$ cat config.mk
export PLATFORM = sky130hd
export DESIGN_NAME = x_bus_arbiter
export DESIGN_NICKNAME = d
export VERILOG_FILES = /design/src/rtl/x_bus_arbiter.sv
export SDC_FILE = /design/constraint.sdc
export NUM_CORES = 1
export LEC_CHECK = 0
export ABC_AREA = 1
export BUFFER_PORTS_ARGS = -buffer_cell sky130_fd_sc_hd__buf_2
export CAP_MARGIN = 5
export CORE_AREA = 2 2 70 72
export CTS_CLUSTER_SIZE = 24
export DETAILED_ROUTE_END_ITERATION = 16
export DIE_AREA = 0 0 72 74
export HOLD_SLACK_MARGIN = 0.15
export SLEW_MARGIN = 20
export SYNTH_ARGS = -nofsm -noshare
export SYNTH_HDL_FRONTEND = slang
export SYNTH_SLANG_ARGS = --single-unit
$ cat constraint.sdc
create_clock -name clk -period 1.5 [get_ports clk]
set_clock_uncertainty 0.05 [all_clocks]
set_input_delay 0.15 -clock clk [delete_from_list [all_inputs] [get_ports clk]]
set_output_delay 0.15 -clock clk [all_outputs]
set_load 0.05 [all_outputs]
$ cat src/rtl/x_bus_arbiter.sv
// rtl/x_bus_arbiter.sv - four-lane round-robin owner of the shared x resource.
// Define X_ARB_FIXED_PRIO_EN for fixed priority (lane 0 highest, no RR pointer).
module x_bus_arbiter #(
   parameter int HOLD_CYCLES = 4
) (
   input  logic        clk,
   input  logic        rst_n,
   input  logic [3:0]  req,
   input  logic [15:0] data_in,
   output logic [3:0]  gnt,
   output logic [3:0]  x,
   output logic        x_valid,
   output logic        done,
   output logic [1:0]  done_id,
   output logic        busy
);

   // HOLD_CYCLES of 0 is treated as 1, so both load a zero count.
   localparam logic [2:0] HOLD_LOAD = (HOLD_CYCLES <= 1) ? 3'd0 : 3'(HOLD_CYCLES - 1);

   typedef enum logic [1:0] {IDLE, GRANT, RELEASE} state_t;

   state_t      state_q, state_d;
   logic [3:0]  gnt_q, gnt_d;
   logic [3:0]  x_q, x_d;
   logic        x_valid_q, x_valid_d;
   logic        done_q, done_d;
   logic [1:0]  done_id_q, done_id_d;
   logic        busy_q, busy_d;
   logic [2:0]  cnt_q, cnt_d;
   logic [1:0]  owner_q, owner_d;
   logic [1:0]  win_idx;

`ifdef X_ARB_FIXED_PRIO_EN
   always_comb begin
      win_idx = 2'd0;
      for (int i = 3; i >= 0; i--) begin
         if (req[i]) win_idx = 2'(i);
      end
   end
`else
   logic [1:0]  ptr_q, ptr_d;
   logic [1:0]  cand;
   logic        found;

   // Search starts just after the last winner, so the previous owner is checked last.
   always_comb begin
      win_idx = ptr_q;
      found   = 1'b0;
      cand    = 2'd0;
      for (int i = 1; i <= 4; i++) begin
         cand = ptr_q + 2'(i);
         if (!found && req[cand]) begin
            win_idx = cand;
            found   = 1'b1;
         end
      end
   end
`endif

   always_comb begin
      state_d   = state_q;
      gnt_d     = gnt_q;
      x_d       = x_q;
      x_valid_d = x_valid_q;
      done_d    = 1'b0;
      done_id_d = done_id_q;
      busy_d    = busy_q;
      cnt_d     = cnt_q;
      owner_d   = owner_q;
`ifndef X_ARB_FIXED_PRIO_EN
      ptr_d     = ptr_q;
`endif
      case (state_q)
         IDLE: begin
            if (|req) begin
               state_d   = GRANT;
               gnt_d     = 4'b0001 << win_idx;
               x_d       = data_in[{win_idx, 2'b00} +: 4];
               x_valid_d = 1'b1;
               busy_d    = 1'b1;
               cnt_d     = HOLD_LOAD;
               owner_d   = win_idx;
`ifndef X_ARB_FIXED_PRIO_EN
               ptr_d     = win_idx;
`endif
            end
         end
         GRANT: begin
            // Expiry and a dropped request on the same edge collapse into one release.
            if (cnt_q == 3'd0 || !req[owner_q]) begin
               state_d   = RELEASE;
               gnt_d     = 4'b0000;
               x_valid_d = 1'b0;
               done_d    = 1'b1;
               done_id_d = owner_q;
            end else begin
               cnt_d = cnt_q - 3'd1;
            end
         end
         RELEASE: begin
            state_d = IDLE;
            busy_d  = 1'b0;
         end
         default: begin
            state_d   = IDLE;
            gnt_d     = 4'b0000;
            x_valid_d = 1'b0;
            busy_d    = 1'b0;
         end
      endcase
   end

   always_ff @(posedge clk or negedge rst_n) begin
      if (!rst_n) begin
         state_q   <= IDLE;
         gnt_q     <= 4'b0000;
         x_q       <= 4'h0;
         x_valid_q <= 1'b0;
         done_q    <= 1'b0;
         done_id_q <= 2'd0;
         busy_q    <= 1'b0;
         cnt_q     <= 3'd0;
         owner_q   <= 2'd0;
`ifndef X_ARB_FIXED_PRIO_EN
         ptr_q     <= 2'd3;
`endif
      end else begin
         state_q   <= state_d;
         gnt_q     <= gnt_d;
         x_q       <= x_d;
         x_valid_q <= x_valid_d;
         done_q    <= done_d;
         done_id_q <= done_id_d;
         busy_q    <= busy_d;
         cnt_q     <= cnt_d;
         owner_q   <= owner_d;
`ifndef X_ARB_FIXED_PRIO_EN
         ptr_q     <= ptr_d;
`endif
      end
   end

   assign gnt     = gnt_q;
   assign x       = x_q;
   assign x_valid = x_valid_q;
   assign done    = done_q;
   assign done_id = done_id_q;
   assign busy    = busy_q;

endmodule

# ---- After elaboration in Yosys (flattened, before gate mapping)
# Index checks and enable logic that the tools add are counted.
dict set report totals {
  reg_bits 22
  inputBits 22
  word_cells 78
}
dict set report op_classes {
  eq_ne 5
  bitwise_logic 2
  add_sub_neg 4
  mux 32
  n_shift 2
  n_reduce_logical 18
  order_cmp 5
}
# cell count
set op_table {}
lappend op_table {{16-bit by 5-bit variable part select with 4-bit output} 1}
lappend op_table {{2-bit by 3-bit less-than comparator with 1-bit output (second input constant)} 5}
lappend op_table {{1-bit two-way mux} 12}
lappend op_table {{2-bit two-way mux} 6}
lappend op_table {{4-bit one-hot mux with 3 select lines} 1}
lappend op_table {{1-bit binary-select mux with 2-bit select} 5}
lappend op_table {{4-bit two-way mux} 2}
lappend op_table {{2-bit AND reduction} 4}
lappend op_table {{3-bit two-way mux} 2}
lappend op_table {{2-bit inequality test (second input constant)} 3}
lappend op_table {{3-bit one-hot mux with 2 select lines} 1}
lappend op_table {{3-bit AND reduction} 2}
lappend op_table {{2-bit adder (second input constant)} 2}
lappend op_table {{1-bit logical NOT} 4}
lappend op_table {{2-bit one-hot mux with 2 select lines} 1}
lappend op_table {{4-bit OR reduction} 1}
lappend op_table {{1-bit by 2-bit << shifter with 4-bit output (first input constant)} 1}
lappend op_table {{1-bit logical AND} 3}
lappend op_table {{3-bit logical NOT} 1}
lappend op_table {{1-bit one-hot mux with 3 select lines} 1}
lappend op_table {{3-bit by 1-bit subtractor with 3-bit output (second input constant)} 1}
lappend op_table {{2-bit by 1-bit adder with 2-bit output (second input constant)} 1}
lappend op_table {{2-bit by 1-bit == test with 1-bit output (second input constant)} 1}
lappend op_table {{2-bit == test (second input constant)} 1}
lappend op_table {{5 further kinds} 6}

# ---- Logic depth before layout (Yosys ltp)
# Gate-level depths: netlist of the first run.
dict set report logic_depth {
  depth_word 16
  ltp_mapped 14
  depth_no_buf 13
}

# ---- Worst setup path before layout of the first run
# Ideal clock, no wire load.
dict set report synth_timing {
  path_kind {register to register}
  startpoint {register ptr_q[0]}
  endpoint {register x_q[0] (netlist: x[0])}
  synth_period_minus_slack_ps 1669
  setup_ps 118
  arrival_ps 1502
  n_path_buf 1
  required_time_ps 1332
  stages_incl_launch_ff 15
  setup_slack_ps -169
  cell_sequence {dfstp_2 > buf_6 > inv_6 > nand2_1 > nand2_1 > nand2_1 > nand2_2 > inv_4 > nand3_2 > inv_1 > nand2_1 > nand2_2 > nand2_1 > nand3_1 > nand2_1}
}
dict set report synth_between {
  elab_chain_cells 14
  elab_cells_between_ends 25
}
# item line
set synth_lines {}
lappend synth_lines {{from (decl)} 42} ;# logic [1:0] ptr_q, ptr_d;
lappend synth_lines {{from (signal assigned)} 139} ;# ptr_q <= ptr_d;
lappend synth_lines {{2-bit by 1-bit adder with 2-bit output} 52} ;# cand = ptr_q + 2'(i);
lappend synth_lines {{1-bit binary-select mux with 2-bit select} 53} ;# if (!found && req[cand]) begin
lappend synth_lines {{1-bit two-way mux (not written as such)} 53}
lappend synth_lines {{1-bit two-way mux} 53}
lappend synth_lines {{1-bit logical NOT} 53}
lappend synth_lines {{1-bit logical AND} 53}
lappend synth_lines {{1-bit two-way mux} 53}
lappend synth_lines {{1-bit logical NOT} 53}
lappend synth_lines {{1-bit logical AND} 53}
lappend synth_lines {{1-bit two-way mux} 53}
lappend synth_lines {{1-bit logical NOT} 53}
lappend synth_lines {{1-bit logical AND} 53}
lappend synth_lines {{2-bit two-way mux *} 53}
lappend synth_lines {{16-bit by 5-bit variable part select with 4-bit output *} 79} ;# x_d = data_in[{win_idx, 2'b00} +: 4];
lappend synth_lines {{to (signal assigned)} 118} ;# x_q <= 4'h0;
lappend synth_lines {{to (signal assigned)} 131} ;# x_q <= x_d;
lappend synth_lines {{to (decl)} 25} ;# logic [3:0] x_q, x_d;
# Mark *: on every way between the ends. The rest lies on a longest branch, timed or not. The select of a mux whose other input is x is not followed.
# A chain may end at the register's enable or synchronous reset.

# ---- Final worst setup path of the first run
dict set report layout_timing {
  startpoint {register ptr_q[0]}
  endpoint {register x_q[1] (netlist: x[1])}
}
# The elaborated chain is that of the path after synthesis.

==> results of run 1 <==
routing by layer:
layer	global-route usage	up-vias	wire [um]
li1	-	691	-
met1	0.162	582	1460
met4	0.0314	0	55
met5	0	-	0
met2	0.225	36	1660
met3	0.0339	6	134
state kept, by name, indices dropped and copies added (netlist names):
name,cells
done_id,2
x,4
ptr_q,2
owner_q,2
gnt,4
state_q,2
x_valid,1
busy,1
done,1
cnt_q,3
final cells by class:
class,count,area share
Clock inverter,1,0.0148
Sequential cell,22,0.272
Timing Repair Buffer,51,0.148
Inverter,22,0.0480
Multi-Input combinational cell,138,0.464
Clock buffer,3,0.0203
Tap cell,54,0.0333
kinds of logic after synthesis:
group | count (synthesis) | synth area share
and+or+nand+nor | 118 | 0.408
buffers and inverters | 24 | 0.0801
DFF | 22 | 0.421
AOI/OAI and AO/OA | 18 | 0.0715
adders and majority gates | 2 | 0.0191
layout by cell type, fill, tap and decap left out:
cell / netlist / routed
nand3_4: 0 / 3
nand2_8: 0 / 6
buf_4: 0 / 16
o21ai_2: 0 / 1
o21ai_1: 1 / 1
inv_8: 0 / 2
ha_1: 2 / 1
nor2_1: 8 / 6
nand3_2: 3 / 5
o22ai_1: 1 / 1
nand2_1: 71 / 47
o21ai_0: 8 / 7
a21oi_2: 0 / 3
nand3_1: 20 / 15
nand2_4: 2 / 16
nor3_1: 1 / 1
buf_2: 0 / 34
bufinv_16: 0 / 1
nor2_4: 0 / 1
a21oi_1: 7 / 4
nor2_2: 1 / 2
ha_2: 0 / 1
o211ai_1: 1 / 1
nand2_2: 11 / 15
clkbuf_8: 0 / 3
inv_2: 1 / 3
dfrtp_1: 20 / 20
dfstp_2: 2 / 2
inv_1: 19 / 17
nand4_1: 1 / 1
dlygate4sd3_1: 0 / 1
synth_stat cells:
| library cell | n |
|---|---|
| nand2_1 | 71 |
| dfrtp_1 | 20 |
| nand3_1 | 20 |
| inv_1 | 19 |
| nand2_2 | 11 |
| nor2_1 | 8 |
| o21ai_0 | 8 |
| a21oi_1 | 7 |
| nand3_2 | 3 |
| dfstp_2 | 2 |
| ha_1 | 2 |
| nand2_4 | 2 |
| buf_6 | 1 |
| clkbuf_1 | 1 |
| inv_2 | 1 |
| inv_4 | 1 |
| inv_6 | 1 |
| nand4_1 | 1 |
| nor2_2 | 1 |
| nor3_1 | 1 |
| o211ai_1 | 1 |
| o21ai_1 | 1 |
| o22ai_1 | 1 |
worst max-delay path by stage:
| stage | slack, ns | depth (start not counted) | to | from |
|---|---|---|---|---|
| floorplan | -0.14 | 14 | x[0] | ptr_q[0] |
| global placement | -0.27 | 13 | x[1] | ptr_q[0] |
| detailed placement | -0.30 | 13 | x[1] | ptr_q[0] |
| CTS | -0.28 | 13 | x[0] | ptr_q[0] |
| global route | -0.45 | 13 | x[0] | ptr_q[0] |
| finish | -0.33 | 11 | x[1] | ptr_q[0] |
worst min-delay path: stages:
cell and delay, ns:
buf_2 0.09, nand2_2 0.04, nand3_2 0.05, nand3_2 0.07, nand2_1 0.05
repair_timing:
item | CTS | global route
hold endpoints to repair | 22 | 0
gates resized for setup | 35 | 31
setup endpoints to repair | 13 | 18
hold buffers | 1 | 0
pin swaps | 23 | 21
setup buffers | 2 | 2
per-stage QoR:
stage	hold WS, ns	instance area [um^2]
after global placement	0.0891	1650
after detailed placement	0.0939	1650
after global routing	0.179	2030
final	0.169	2030
after floorplan	-0.196	1330
after CTS	0.154	1880
==> results.yml, run 1 <==
min_path:
  hp-start: "data_in[6]"
  hold_path_end: "x[2]"
  min_path_type: "in -> reg"
  min_path_cells: 5
timing:
  max-slew-margin-rel: 0.682
  drv_slew: 0
  worst_pin_slew_ns: 0.477
  layout_min_cycle_time_ns: 1.83
  max_freq_mhz: 545
  hold_viol_final: 0
  rsz0062_at_grt: "yes"
  tns_ns: -3.22
  setup_violations: 12
  worst_slack_ns: -0.334
  post-route-period-util: 1.22
clock_tree:
  cts.sink_count: 22
  htreeDepth: 1
  numCtsBuffers: 3
  clock_latency_ns: 0.26
  cts_tree: "yes"
  cts_buffer_depth: 2
  clockRootBuffer: "clkbuf_8"
  clk_pin_slew_ns: 0.08
cells_and_area:
  multi_input_area_um2: 942
  antennaDiodeCount: 0
  drive_gt1_frac: 0.481
  seqCellArea_um2: 553
  syn2layout_area_growth_pct: 54.8
  fillers: 447
  finalCoreUtilization: 0.442
  nNetsFinal: 262
  fin_cells: 291
placement:
  io_buffers: 34
  hpwl_mm: 2.36
  place_ws_ns: -0.303
  gp_congestion: 0.811
  placed_cells: 282
setup_path:
  cp_max_fo: 8
  crit_path_cell_trace: "nand2_2 -> nand2_4 -> nand2_2 -> nand2_4 -> inv_8 -> nand3_4 -> nand3_1 -> nand2_4 -> nand3_2 -> nand3_2 -> nand2_1"
  cpPeakStageDelay_ns: 0.67
  worst-path-buf-inv: 1
  r2r-start: "ptr_q[0]"
  cp.required_ns: 1.61
  ff2ff_setup_slack_ns: -0.33
  critical_path_arrival_ns: 1.94
  crit_type: "reg -> reg"
  cp_top_family: "simple AND/OR/NAND/NOR gates"
  cp_slowest_cell: "dfstp_2"
  rr_worst_depth: 11
  crit_path_end_kind: "register"
  r2r-end: "x[1]"
  cpMostUsedCell: "nand2_4"
  cp-start-kind: "register"
floorplanning:
  die_x_um: 72
  coreArea_um2: 4600
  start_util: 0.285
  rows: 25
  die_y_um: 74
  ios: 35
  die-area_um2: 5330
route:
  dr.first_iter.drc_count: 45
  firstDrtPassIters: 4
  wl_per_cell_um: 11.4
  drt_wl_total_mm: 3.32
  num_vias: 1315
  drcViolationCount: 0
  routed_via_density: 4.52
  drtAntennaViolNets: 0
yosys:
  syn_inst: 184
  syn_area_per_cell_um2: 7.13
  yosys_warnings: 0
  ys_types: 23
  synth-seq-area-share: 0.421
  yosys_register_bits: 22
  synth_top_cell_area_share: 0.381
  ys_top_cells_by_area: "dfrtp_1 (38%), nand2_1 (20%), nand3_1 (7.6%)"
  netlist_area_um2: 1310
  syn_nets: 208
  yosys.area.top_type: "dfrtp_1"
global_route:
  grt_usage: 0.130
  grt_max_degree: 23
  antenna_found_initial: 0
  grt_overflow: 0
  grt_pass1_wl_mm: 5.41
  grt_pass1_vias: 1272
run_status:
  violations: "negative setup slack"
  status: "finished, violations left"
job:
  cap_viol_max_count: 0
Power of run 1 is not shown: default switching activity piles up to over one toggle a cycle in this logic, so the estimate is an artifact.
==> run 2, diff against run 1 <==
--- a/config.mk
+++ b/config.mk
@@ -8,11 +8,12 @@
 export ABC_AREA = 1
 export BUFFER_PORTS_ARGS = -buffer_cell sky130_fd_sc_hd__buf_2
 export CAP_MARGIN = 5
-export CORE_AREA = 2 2 70 72
+export CORE_AREA = 2 2 56 58
 export CTS_CLUSTER_SIZE = 24
 export DETAILED_ROUTE_END_ITERATION = 16
-export DIE_AREA = 0 0 72 74
+export DIE_AREA = 0 0 58 60
 export HOLD_SLACK_MARGIN = 0.15
+export PLACE_DENSITY = 0.74
 export SLEW_MARGIN = 20
 export SYNTH_ARGS = -nofsm -noshare
 export SYNTH_HDL_FRONTEND = slang
==> results.yml, run 2 (synthesized netlist as in run 1, its figures left out) <==
run_status:
  status: "finished, violations left"
  violations: "negative setup slack"
timing:
  worst_slack_ns: -0.340
  layout_min_cycle_time_ns: 1.84
  max-slew-margin-rel: 0.682
  post-route-period-util: 1.23
  whs_ns: 0.195
  setup_violations: 12
  rsz0062_at_grt: "yes"
  hold_viol_final: 0
  max_freq_mhz: 544
  tns_ns: -3.25
  drv_slew: 0
  worst_pin_slew_ns: 0.476
cells_and_area:
  mostFrequentLayoutCells: "nand2_1 (53), buf_2 (34), nand2_4 (22)"
  fillers: 235
  seqCellArea_um2: 553
  drive_gt1_frac: 0.467
  syn2layout_area_growth_pct: 52.6
  fin_cells: 277
  final_common_cell: "nand2_1"
  antennaDiodeCount: 0
  finalCoreUtilization: 0.690
  multi_input_area_um2: 902
  nNetsFinal: 269
setup_path:
  critical_path_arrival_ns: 2.00
  cp.required_ns: 1.66
  crit_path_cell_trace: "inv_2 -> nand2_1 -> nand2_4 -> nand2_4 -> nand2_4 -> inv_6 -> nand2_4 -> nand2_4 -> nand2_4 -> nand2_2 -> nand3_2 -> nand3_2 -> nand2_1"
  cpPeakStageDelay_ns: 0.61
  crit_type: "reg -> reg"
  crit_path_end_kind: "register"
  cp-start-kind: "register"
  cp_max_fo: 5
  cpMostUsedCell: "nand2_4"
  cp_slowest_cell: "dfstp_2"
  cp_top_family: "simple AND/OR/NAND/NOR gates"
  worst-path-buf-inv: 2
min_path:
  min_path_type: "in -> reg"
route:
  routed_via_density: 4.96
  num_vias: 1375
  drcViolationCount: 0
  dr.first_iter.drc_count: 24
  wl_per_cell_um: 12.6
  firstDrtPassIters: 4
  drtAntennaViolNets: 0
  drt_wl_total_mm: 3.49
clock_tree:
  htreeDepth: 1
  clk_pin_slew_ns: 0.12
  clock_latency_ns: 0.30
  clockRootBuffer: "clkbuf_4"
  cts.sink_count: 22
  numCtsBuffers: 3
  cts_tree: "yes"
  cts_buffer_depth: 2
placement:
  io_buffers: 34
  hpwl_mm: 2.17
  gp_congestion: 0.836
  placed_cells: 259
floorplanning:
  die-area_um2: 3480
  start_util: 0.452
  rows: 20
  die_y_um: 60
  coreArea_um2: 2900
  die_x_um: 58
  ios: 35
global_route:
  grt_max_degree: 23
  grt_overflow: 0
  antenna_found_initial: 0
  grt_pass1_vias: 1256
  grt_usage: 0.193
  grt_pass1_wl_mm: 5.22
job:
  cap_viol_max_count: 0
[run 2: final cells by class]
| cell class | instances | share of cell area |
|---|---|---|
| well taps | 33 | 0.0206 |
| inverters | 22 | 0.0487 |
| multi-input cells | 138 | 0.450 |
| repair buffers | 58 | 0.186 |
| flip-flops and latches | 22 | 0.276 |
| clock buffers | 4 | 0.0181 |
[run 2: final timing paths]
check,startpoint,to,slack [ns],cells past startpoint
min reg2reg,x_valid,x_valid,0.43,2
min in group asynchronous,rst_n,done_id[0],0.27,2
max reg2reg,ptr_q[1],x[3],-0.34,13
max in group asynchronous,rst_n,ptr_q[0],0.78,2
min,req[0],state_q[1],0.19,4
max,ptr_q[1],x[3],-0.34,13
[run 2: what timing repair did]
action	4_1_cts	5_1_grt
hold buffers	9	0
endpoints found under the setup margin	14	18
hold endpoints to repair	26	0
gates resized for setup	18	46
cloned	0	0
buffers inserted	3	3
pin swaps	15	19
[run 2: metal layers]
layer / vias to the layer above / part of all wire / GRT usage
li1: 703 / - / -
met1: 629 / 0.40 / 0.229
met2: 37 / 0.54 / 0.356
met3: 6 / 0.046 / 0.0411
met4: 0 / 0.013 / 0.0465
met5: - / 0 / 0
[run 2: tightest hold or removal path, stage by stage]
cell     delay, ns
buf_2         0.13
o21ai_2       0.07
o21ai_2       0.09
a21oi_1       0.08
[run 2: through the flow]
stage | area, um^2 | setup slack, ns
floorplan | 1330 | -0.143
CTS | 1810 | -0.271
finish | 2000 | -0.340
global placement | 1600 | -0.281
global route | 2000 | -0.445
detailed placement | 1600 | -0.288
Power of run 2 is left out for the same reason.
==> run 3, diff against run 2 <==
--- a/config.mk
+++ b/config.mk
@@ -5,15 +5,14 @@
 export SDC_FILE = /design/constraint.sdc
 export NUM_CORES = 1
 export LEC_CHECK = 0
-export ABC_AREA = 1
 export BUFFER_PORTS_ARGS = -buffer_cell sky130_fd_sc_hd__buf_2
 export CAP_MARGIN = 5
-export CORE_AREA = 2 2 56 58
+export CORE_AREA = 2 2 55 57
 export CTS_CLUSTER_SIZE = 24
 export DETAILED_ROUTE_END_ITERATION = 16
-export DIE_AREA = 0 0 58 60
+export DIE_AREA = 0 0 57 59
 export HOLD_SLACK_MARGIN = 0.15
-export PLACE_DENSITY = 0.74
+export PLACE_DENSITY = 0.72
 export SLEW_MARGIN = 20
 export SYNTH_ARGS = -nofsm -noshare
 export SYNTH_HDL_FRONTEND = slang
==> results.yml, run 3 <==
run_status:
  status: "finished, violations left"
  violations: "negative setup slack"
yosys:
  yosys_register_bits: 22
  synthAdderAreaFrac: 0.0208
  synth_common_cells: "dfrtp_1 (20), nand2_1 (8), inv_1 (5)"
  yosys.area.top_type: "dfrtp_1"
  synthMuxAreaShare: 0.0800
  ys.flop_type: "dfrtp_1"
  syn_area_per_cell_um2: 11.5
  ys_top_cells_by_area: "dfrtp_1 (42%), dfstp_2 (4.4%), o211ai_2 (4.2%)"
  synthXorXnorAreaFrac: 0
  yosys.area_share.simple: 0.168
  syn_inst: 105
  yosys_warnings: 0
  synthArstFlopShare: 1.00
  synth_compound_area_frac: 0.234
  synth_top_cell_area_share: 0.415
  synth_top_family_by_area: "compound AO/OA/AOI/OAI gates"
  syn_nets: 129
  synth_edf_count: 0
  netlist_area_um2: 1200
  synth_most_common_cell: "dfrtp_1"
  ys_types: 39
  synth-seq-area-share: 0.459
floorplanning:
  die_y_um: 59
  ios: 35
  coreArea_um2: 2710
  start_util: 0.445
  die_x_um: 57
  die-area_um2: 3360
  rows: 19
route:
  num_vias: 1113
  drcViolationCount: 0
  routed_via_density: 5.40
  drtAntennaViolNets: 0
  drt_wl_total_mm: 3.19
  firstDrtPassIters: 4
  wl_per_cell_um: 15.5
  dr.first_iter.drc_count: 46
clock_tree:
  htreeDepth: 1
  clk_pin_slew_ns: 0.12
  numCtsBuffers: 3
  clock_latency_ns: 0.31
  clockRootBuffer: "clkbuf_4"
  cts_buffer_depth: 2
  cts_tree: "yes"
  cts.sink_count: 22
cells_and_area:
  final_common_cell: "buf_2"
  antennaDiodeCount: 0
  fin_cells: 206
  mostFrequentLayoutCells: "buf_2 (34), buf_4 (23), dfrtp_1 (20)"
  syn2layout_area_growth_pct: 53.6
  drive_gt1_frac: 0.594
  nNetsFinal: 200
timing:
  post-route-period-util: 1.16
  rsz0062_at_grt: "yes"
  setup_violations: 18
  whs_ns: 0.175
  worst_pin_slew_ns: 0.646
  max-slew-margin-rel: 0.567
  max_freq_mhz: 577
  worst_slack_ns: -0.233
  drv_slew: 0
  hold_viol_final: 0
  layout_min_cycle_time_ns: 1.73
global_route:
  grt_max_degree: 23
  grt_usage: 0.195
  antenna_found_initial: 0
  grt_overflow: 0
  grt_pass1_wl_mm: 5.10
  grt_pass1_vias: 1133
placement:
  io_buffers: 34
  hpwl_mm: 2.39
  gp_congestion: 0.768
  placed_cells: 187
power_and_ir_drop:
  cellPowerDensity_nw_per_um2: 2270
  worst_ir_drop_vdd_uv: 1840
  p_leak_uw: 0.000897
  power_uw: 4190
setup_path:
  cp-start-kind: "register"
  critical_path_arrival_ns: 1.88
  cp.required_ns: 1.65
  crit_type: "reg -> reg"
  cp_max_fo: 5
  crit_path_end_kind: "register"
min_path:
  min_path_type: "in -> reg"
job:
  cap_viol_max_count: 0
[run 3: cell types whose count changed after synthesis, moves of 4 or more]
cell / change
nand2_2: -11
mux2i_1: +4
nand2b_1: +4
nor2_1: -8
inv_1: -14
nand3_1: -17
o31ai_1: +4
nand2_1: -63
o21ai_0: -4
o211ai_2: +4
a21oi_1: -5
[run 3: worst paths after layout]
path                        startpoint         end  slack, ns  cells after the start
max                           cnt_q[1]    cnt_q[0]      -0.23                      6
min                        data_in[12]        x[0]       0.17                      4
max reg2reg                   cnt_q[1]    cnt_q[0]      -0.23                      6
min reg2reg                       x[0]        x[0]       0.46                      2
max in group asynchronous        rst_n    ptr_q[1]       0.77                      2
min in group asynchronous        rst_n  state_q[1]       0.27                      2
[run 3: cell families after synthesis]
| family | count (synthesis) |
|---|---|
| fa+ha+maj | 2 |
| mux | 8 |
| compound gates | 33 |
| buf+inv | 8 |
| simple gates | 32 |
| flops | 22 |
[run 3: area by class of cell]
cell class | instances | area (um^2)
Clock buffer | 4 | 26.3
Fill cell | 214 | 860
Multi-Input combinational cell | 75 | 747
Timing Repair Buffer | 69 | 467
Tap cell | 31 | 38.8
Inverter | 5 | 18.8
Sequential cell | 22 | 553
[run 3: critical path, stage by stage (launching register included)]
cell and delay (ns):
dfrtp_1 0.37, inv_2 0.05, ha_4 0.16, ha_4 0.14, nand2b_4 0.14, or3b_4 0.43, mux2_4 0.28
[run 3: report_power, final]
| group | switching (uW) | total [uW] | internal (uW) |
|---|---|---|---|
| Clock | 173 | 277 | 104 |
| Sequential | 170 | 1050 | 885 |
| Combinational | 1560 | 2860 | 1300 |
| Total | 1900 | 4190 | 2290 |
[run 3: repair_timing]
| item | in CTS | in global routing |
|---|---|---|
| hold buffers | 9 | 0 |
| pin swaps | 3 | 8 |
| endpoints found under the setup margin | 19 | 19 |
| hold endpoints to repair | 26 | 0 |
| resized for setup | 9 | 12 |
| setup buffers | 4 | 2 |
[run 3: metrics by stage]
stage	area (um^2)	utilization	setup slack, ns	TNS [ns]
CTS	1780	0.658	-0.229	-2.98
detailed placement	1590	0.587	-0.247	-3.38
global placement	1590	0.587	-0.208	-2.67
floorplan	1260	-	-0.197	-1.73
finish	1850	0.683	-0.233	-2.81
global route	1850	0.683	-0.322	-4.13
[run 3: layer usage]
metal	part of all wire	GRT usage	vias up	wire length, um
li1	-	-	534	-
met1	0.41	0.237	545	1310
met3	0.032	0.0153	9	103
met2	0.53	0.365	25	1700
met5	0	0	-	0
met4	0.022	0.0698	0	70
Note: power is estimated with default switching activity, not from simulation.
